`config.mk`:
```
export PLATFORM = sky130hd
export DESIGN_NAME = wb_regfile_flat
export DESIGN_NICKNAME = d
export VERILOG_FILES = /design/src/rtl/wb_regfile_if.sv /design/src/rtl/wb_regfile.sv /design/src/flat_wrapper.sv
export SDC_FILE = /design/constraint.sdc
export NUM_CORES = 2
export LEC_CHECK = 0
export CORE_ASPECT_RATIO = 1.1
export CORE_UTILIZATION = 45
export DETAILED_ROUTE_END_ITERATION = 10
export HOLD_SLACK_MARGIN = 0.12
export MAX_ROUTING_LAYER = met4
export PLACE_DENSITY_LB_ADDON = 0.12
export SETUP_SLACK_MARGIN = 0.1
export SLEW_MARGIN = 0
export SYNTH_ARGS = -nofsm -noshare
export SYNTH_HDL_FRONTEND = slang
export SYNTH_SLANG_ARGS = --single-unit
```
`constraint.sdc`:
```
create_clock -name clk -period 48.4 [get_ports clk]
set_input_delay 12.1 -clock clk [delete_from_list [all_inputs] [get_ports clk]]
set_output_delay 12.1 -clock clk [all_outputs]
set_load 0.05 [all_outputs]
```
`src/rtl/wb_regfile_if.sv`:
```
// wb_regfile_if: WB-stage write bus, ID read ports and retire counter of wb_regfile.
//   master: drives the WB-stage signals and read addresses, sees the read data and counter.
//   slave : the register file side.
interface wb_regfile_if #(parameter int CNT_W = 64);
   logic [4:0]       wb_rd;
   logic [1:0]       wb_control;
   logic [31:0]      wb_result;
   logic [31:0]      wb_read_data;
   logic             wb_valid;
   logic [4:0]       rs1_addr;
   logic [4:0]       rs2_addr;
   logic [31:0]      rs1_data;
   logic [31:0]      rs2_data;
   logic [31:0]      wb_write_data;
   logic             wb_we;
   logic [CNT_W-1:0] retire_count;
   modport master (
      output wb_rd, wb_control, wb_result, wb_read_data, wb_valid, rs1_addr, rs2_addr,
      input  rs1_data, rs2_data, wb_write_data, wb_we, retire_count
   );
   modport slave (
      input  wb_rd, wb_control, wb_result, wb_read_data, wb_valid, rs1_addr, rs2_addr,
      output rs1_data, rs2_data, wb_write_data, wb_we, retire_count
   );
endinterface

```
`src/rtl/wb_regfile.sv`:
```
// wb_regfile: writeback select, 32x32 register file with write-through read ports, retire counter.
//   clk   : pipeline clock
//   reset : asynchronous active-high reset (x2 <= SP_RESET, everything else 0)
//   bus   : wb_regfile_if slave (WB-stage inputs, two read ports, wb_write_data/wb_we, retire_count)
module wb_regfile #(
   parameter logic [31:0] SP_RESET = 32'h0000_0000,
   parameter int          CNT_W    = 64
) (
   input  logic        clk,
   input  logic        reset,
   wb_regfile_if.slave bus
);
   logic [31:0]      regs [32];
   logic [CNT_W-1:0] cnt;
   assign bus.wb_write_data = bus.wb_control[0] ? bus.wb_read_data : bus.wb_result;
   assign bus.wb_we         = bus.wb_control[1] && (bus.wb_rd != 5'd0);
   // write-first bypass so ID sees the value committing this cycle
   assign bus.rs1_data = (bus.rs1_addr == 5'd0) ? 32'd0 :
                         (bus.wb_we && bus.rs1_addr == bus.wb_rd) ? bus.wb_write_data : regs[bus.rs1_addr];
   assign bus.rs2_data = (bus.rs2_addr == 5'd0) ? 32'd0 :
                         (bus.wb_we && bus.rs2_addr == bus.wb_rd) ? bus.wb_write_data : regs[bus.rs2_addr];
   assign bus.retire_count = cnt;
   // entry 0 is never written (wb_we excludes rd 0) and never read (address 0 forced to 0)
   always_ff @(posedge clk or posedge reset) begin
      if (reset) begin
         for (int i = 0; i < 32; i++) regs[i] <= (i == 2) ? SP_RESET : 32'd0;
      end else if (bus.wb_we) begin
         regs[bus.wb_rd] <= bus.wb_write_data;
      end
   end
   always_ff @(posedge clk or posedge reset) begin
      if (reset) cnt <= '0;
      else if (bus.wb_valid) cnt <= cnt + CNT_W'(1);
   end
endmodule

```
`src/flat_wrapper.sv`:
```
// flat-port wrapper written by rule: the top's interface ports become plain ports
module wb_regfile_flat 
#(
   parameter logic [31:0] SP_RESET = 32'h0000_0000,
   parameter int          CNT_W    = 64
)
  (clk, reset, bus_wb_rd, bus_wb_control, bus_wb_result, bus_wb_read_data, bus_wb_valid, bus_rs1_addr, bus_rs2_addr, bus_rs1_data, bus_rs2_data, bus_wb_write_data, bus_wb_we, bus_retire_count);
  wb_regfile_if #(.CNT_W(CNT_W)) bus_i ();
  input  logic clk;
  input  logic reset;
  input wire logic [$bits(bus_i.wb_rd)-1:0] bus_wb_rd;
  input wire logic [$bits(bus_i.wb_control)-1:0] bus_wb_control;
  input wire logic [$bits(bus_i.wb_result)-1:0] bus_wb_result;
  input wire logic [$bits(bus_i.wb_read_data)-1:0] bus_wb_read_data;
  input wire logic [$bits(bus_i.wb_valid)-1:0] bus_wb_valid;
  input wire logic [$bits(bus_i.rs1_addr)-1:0] bus_rs1_addr;
  input wire logic [$bits(bus_i.rs2_addr)-1:0] bus_rs2_addr;
  output wire logic [$bits(bus_i.rs1_data)-1:0] bus_rs1_data;
  output wire logic [$bits(bus_i.rs2_data)-1:0] bus_rs2_data;
  output wire logic [$bits(bus_i.wb_write_data)-1:0] bus_wb_write_data;
  output wire logic [$bits(bus_i.wb_we)-1:0] bus_wb_we;
  output wire logic [$bits(bus_i.retire_count)-1:0] bus_retire_count;
  assign bus_i.wb_rd = bus_wb_rd;
  assign bus_i.wb_control = bus_wb_control;
  assign bus_i.wb_result = bus_wb_result;
  assign bus_i.wb_read_data = bus_wb_read_data;
  assign bus_i.wb_valid = bus_wb_valid;
  assign bus_i.rs1_addr = bus_rs1_addr;
  assign bus_i.rs2_addr = bus_rs2_addr;
  assign bus_rs1_data = bus_i.rs1_data;
  assign bus_rs2_data = bus_i.rs2_data;
  assign bus_wb_write_data = bus_i.wb_write_data;
  assign bus_wb_we = bus_i.wb_we;
  assign bus_retire_count = bus_i.retire_count;
  wb_regfile #(.SP_RESET(SP_RESET), .CNT_W(CNT_W)) u_core (.clk(clk), .reset(reset), .bus(bus_i));
endmodule
```
[Yosys cells after proc, flatten, opt, wreduce, memory -nomap -nowiden]
Index checks and enable logic that the tools add are counted.
Word-level totals
  register bits: 1088
  bits of input ports: 84
  output and inout bits: 161
  word-level logic and storage cells: 64
Cells by class
  add/subtract/negate cells: 1
  order comparisons: 4
  equality and inequality tests: 2
  multiplexer cells: 14
  bitwise logic cells: 3
  reductions and logical operators: 7
Operators with widths (number)
  $bwmux W1024: 1
  $bmux W32 S5: 2
  $mux W32: 10
  $demux W32 S5: 1
  $add A64 B1 Y64 const B: 1
  $ge A6 B6 Y1 const B: 3
  $not A5 Y6: 3
  $eq A5 B5 Y1: 2
  $logic_not A5 Y1: 2
  $lt A6 B1 Y1 const B: 1
  $reduce_bool A5 Y1: 1
  $logic_and A1 B1 Y1: 4

[Depth between registers and ports, before layout]
  word-level depth: 6
  mapped depth: 11
  gate-level depth less buffers: 7

[Worst setup path before layout]
Ideal clock, no wire load.
  path kind: input port to output port
  from: input bus_wb_rd[3]
  to: output bus_rs2_data[13]
  arrival time: 14.939 ns
  data required time: 36.300 ns
  path slack: 21.361 ns
  stages: 6
  path buffers: 2
  cells stage by stage: buf_1 > xor2_1 > nor4_1 > nand3_1 > buf_2 > o311ai_0
On the way
  word-level cells in the longest chain between the ends: 5
  elaborated cells between the ends (all ways): 6
  those cells by class: eq/ne (1); mux (2); reduce/logical (3)
Ends and longest elaborated chain
  from (decl): line flat_wrapper.sv:11  | input wire logic [$bits(bus_i.wb_rd)-1:0] bus_wb_rd;
  $reduce_bool A5 Y1: line wb_regfile.sv:16  | assign bus.wb_we = bus.wb_control[1] && (bus.wb_rd != 5'd0);
  $logic_and A1 B1 Y1: line wb_regfile.sv:16
  $logic_and A1 B1 Y1 (*): line wb_regfile.sv:21  | (bus.wb_we && bus.rs2_addr == bus.wb_rd) ? bus.wb_write_data : regs[bus.rs2_addr];
  $mux W32 (*): line wb_regfile.sv:21
  $mux W32 (*): line wb_regfile.sv:20  | assign bus.rs2_data = (bus.rs2_addr == 5'd0) ? 32'd0 :
  to (decl): line flat_wrapper.sv:19  | output wire logic [$bits(bus_i.rs2_data)-1:0] bus_rs2_data;
Mark *: on every way between the ends. The rest lies on a longest branch, timed or not.

[Worst setup path in the final report]
  from: input bus_rs2_addr[0]
  to: output bus_rs2_data[17]
On the way
  word-level cells in the longest chain between the ends: 6
  elaborated cells between the ends (all ways): 9
  those cells by class: eq/ne (1); mux (5); bitwise (1); reduce/logical (2)
Ends and longest elaborated chain
  from (decl): line flat_wrapper.sv:17  | input wire logic [$bits(bus_i.rs2_addr)-1:0] bus_rs2_addr;
  $not A5 Y6 (implied by the code): line wb_regfile.sv:21
  $bmux W32 S5: line wb_regfile.sv:21
  $mux W32 (implied by the code) (2 in a row): line wb_regfile.sv:21
  $mux W32: line wb_regfile.sv:21
  $mux W32 (*): line wb_regfile.sv:20
Mark *: on every way between the ends. The rest lies on a longest branch, timed or not. The select of a mux whose other input is x is not followed.

==> summary.txt <==
Run status
  • Status: finished, final reports clean

Setup path
  • Buf/Inv on CP: 6
  • CP most frequent cell: buf_4
  • Critical Path Source Type: input port
  • CP top delay family: buffers and inverters
  • Worst endpoint required time: 36,300 ps
  • Critical Path AT: 17,500 ps
  • Crit path kind: input port to output port
  • Crit-path slowest cell: buf_4
  • Crit-path cells: buf_8 -> buf_12 -> buf_4 -> buf_4 -> mux4_2 -> nand3_1 -> a21oi_1 -> o311ai_0 -> o311ai_0 -> buf_4 -> clkdlybuf4s50_1
  • Crit end category: output port
  • FF-to-FF setup slack: 46,010 ps
  • Largest fanout on the critical path: 81
  • Crit-path max cell delay: 860 ps

Timing
  • Slew HR: 0.189
  • WHS: 394 ps
  • RSZ-0062 raised after global routing: false
  • Maximum clock rate: 33.8 MHz
  • Sum Neg Setup Slack: 0 ps
  • Min Tclk post-route: 29,600 ps
  • Endpoints failing hold: 0
  • Setup Viol. Count Final: 0
  • Clock Skew: 15.5 ps
  • Max Slew Vio Count: 0
  • Fin worst setup slack: 18,800 ps
  • Slew of the pin with the lowest slew margin: 1220 ps
  • Final worst-path cycle share: 0.612

Drt
  • Via density: 6.28
  • Initial DRT Pass Iterations: 5
  • Vias post-DR: 43,500
  • Drt drc: 0
  • Final WL: 204,000 µm
  • Wire per inst: 29.4 µm
  • Initial DRC Count: 4,514
  • Final ANT Viol Nets: 0

Synthesis
  • Yosys cell types: 64
  • Simple-gate share of the synthesized area: 0.100
  • Number of enable flip-flop cells after synthesis: 0
  • FF+latch count, synth: 1,088
  • Predominant post-synthesis flop cell: dfrtp_1
  • Avg Inst Size Synth: 10.9 µm²
  • Xor and xnor area share after synthesis: 0.0112
  • Sequential area share after synthesis: 0.479
  • Async S/R FF share, synth: 1.00
  • Post-Syn Nets: 5,318
  • Synth Area in Compound Gates: 0.137
  • Synth warn: 0
  • Post-synthesis adder-cell area fraction: 0.000220
  • Post-synth design cell area: 56,900 µm²
  • Post-Syn Instances: 5,233
  • Main combinational cell family by area after synthesis: multiplexers
  • Multiplexer share of the synthesized area: 0.224

Finish
  • Share of layout cells above drive strength 1: 0.166
  • # nets final: 5,249
  • Most common cell after layout, fill and taps aside: dfrtp_1
  • Area Growth Syn to Fin: 13.4%
  • Highest-count cells in the layout ignoring fill and taps: 1,088 x dfrtp_1, 699 x nand2_1, 645 x o21ai_0, 452 x a21oi_1, 445 x mux4_2
  • Non-filler instance count after layout: 6,920
  • N_diodes: 0

GRT
  • Initial antenna violation count: 3
  • Largest net degree at the start of global routing: 158
  • First-pass GRT wire length: 300,000 µm
  • Vias in the first global route: 42,200
  • Gr usage total: 0.330
  • Grt ovf: 0

Clock tree
  • Root Driver: clkbuf_16
  • Clock latency at the later pin of the worst-skew pair: 750 ps
  • CTS clock-pin slew for the worst setup and hold paths: 60 ps
  • Cells resized by post-CTS repair: 0
  • Maximum root-to-sink buffer count: 3
  • Clk sinks: 1,088
  • Hold_buf cts: 0
  • Cts bufs inserted: 117
  • Setup Fix Bufs, Post-CTS: 0
  • CTS tree: done
  • H-tree depth: 3

Floorplan
  • Top Ports: 245
  • Die W: 341 µm
  • Overall die height: 375 µm
  • Cell Rows: 136
  • Initial core utilization: 0.454
  • Die Area: 128,000 µm²
  • Core Box Area: 125,000 µm²

Power and ir drop
  • Peak supply drop: 0.0329 mV
  • Power per cell area: 44.0 nW/µm²
  • Leakage: 27.4 nW

Place
  • Dpl hpwl: 113,000 µm
  • Placed cells: 6,701
  • Number of port buffers: 244
  • Gpl congestion: 0.851
  • DP Worst Slack: 18,730 ps

Min path
  • Type of the most critical hold path: flop to flop

Flow run
  • Max cap viols: 0
power breakdown:
part	switching (W)	internal (W)	total [W]	leakage, nW
registers	0.000144	0.00109	0.00124	13.8
clock network	0.000401	0.000562	0.000963	2.05
logic	0.000336	0.000300	0.000637	11.6
cell usage after synthesis (all sizes together), types with 19 or more instances:
cell / instances / share of area
a211oi: 64 / 0.0084
a22oi: 21 / 0.0028
mux2i: 264 / 0.046
clkbuf: 370 / 0.024
o21ai: 657 / 0.058
inv: 40 / 0.0026
mux4: 445 / 0.18
nor2b: 36 / 0.0040
a221oi: 78 / 0.012
nand3: 46 / 0.0040
xor2: 28 / 0.0043
and3: 27 / 0.0030
xnor2: 45 / 0.0069
nand4: 19 / 0.0021
dfrtp: 1088 / 0.48
a21oi: 452 / 0.040
a221o: 21 / 0.0037
nor3: 32 / 0.0028
buf: 178 / 0.021
nand2: 714 / 0.047
o22ai: 39 / 0.0043
nor2: 444 / 0.029
final timing paths:
kind,from,cells after the start,end
max in group asynchronous,reset,6,u_core.regs[218]$_DFFE_PP0P_
hold reg to reg,u_core.regs[993]$_DFFE_PP0P_,0,u_core.regs[993]$_DFFE_PP0P_
setup reg to reg,u_core.bus.retire_count[0]$_DFFE_PP0P_,6,u_core.bus.retire_count[63]$_DFFE_PP0P_
hold / removal,u_core.regs[993]$_DFFE_PP0P_,0,u_core.regs[993]$_DFFE_PP0P_
setup / recovery,bus_rs2_addr[0],11,bus_rs2_data[17]
min in group asynchronous,reset,2,u_core.regs[510]$_DFFE_PP0P_
routing by layer:
metal | vias to the layer above | global-route usage | routed length (µm)
li1 | 18800 | - | -
met1 | 22300 | 0.465 | 87200
met2 | 2004 | 0.489 | 92700
met3 | 363 | 0.0509 | 16600
met4 | 0 | 0.112 | 7180
met5 | - | - | 0
area by class of cell:
type / count / area, µm²
fillers: 11200 / 60700
well taps: 1656 / 2070
multi-input cells: 3554 / 27500
inverters: 43 / 171
repair buffers: 360 / 3390
clock inverters: 52 / 642
flip-flops and latches: 1088 / 27200
clock buffers: 167 / 3470
cell families (layout without fill, tap and decap cells):
kind of cell,after synthesis,in the layout
AND/OR/NAND/NOR,1376,1376
flip-flops,1088,1088
buffers and inverters,591,622
XOR/XNOR,73,73
multiplexers,718,718
adder cells (fa/ha/maj),1,1
AO/OA/AOI/OAI,1386,1386
stage by stage:
stage | power (W) | utilization | instance area (µm²)
final | 0.00284 | 0.515 | 64500
after global routing | 0.00296 | 0.515 | 64500
after CTS | 0.00284 | 0.515 | 64500
after detailed placement | 0.00188 | 0.482 | 60400
after global placement | 0.00186 | 0.482 | 60400
after floorplan | 0.00168 | - | 56900
flip-flops by register name, summed over array words and instances, names as in the netlist:
register	count
u_core.regs	1024
u_core.bus.retire_count	64
No activity file was read; power rests on OpenSTA's default activity.
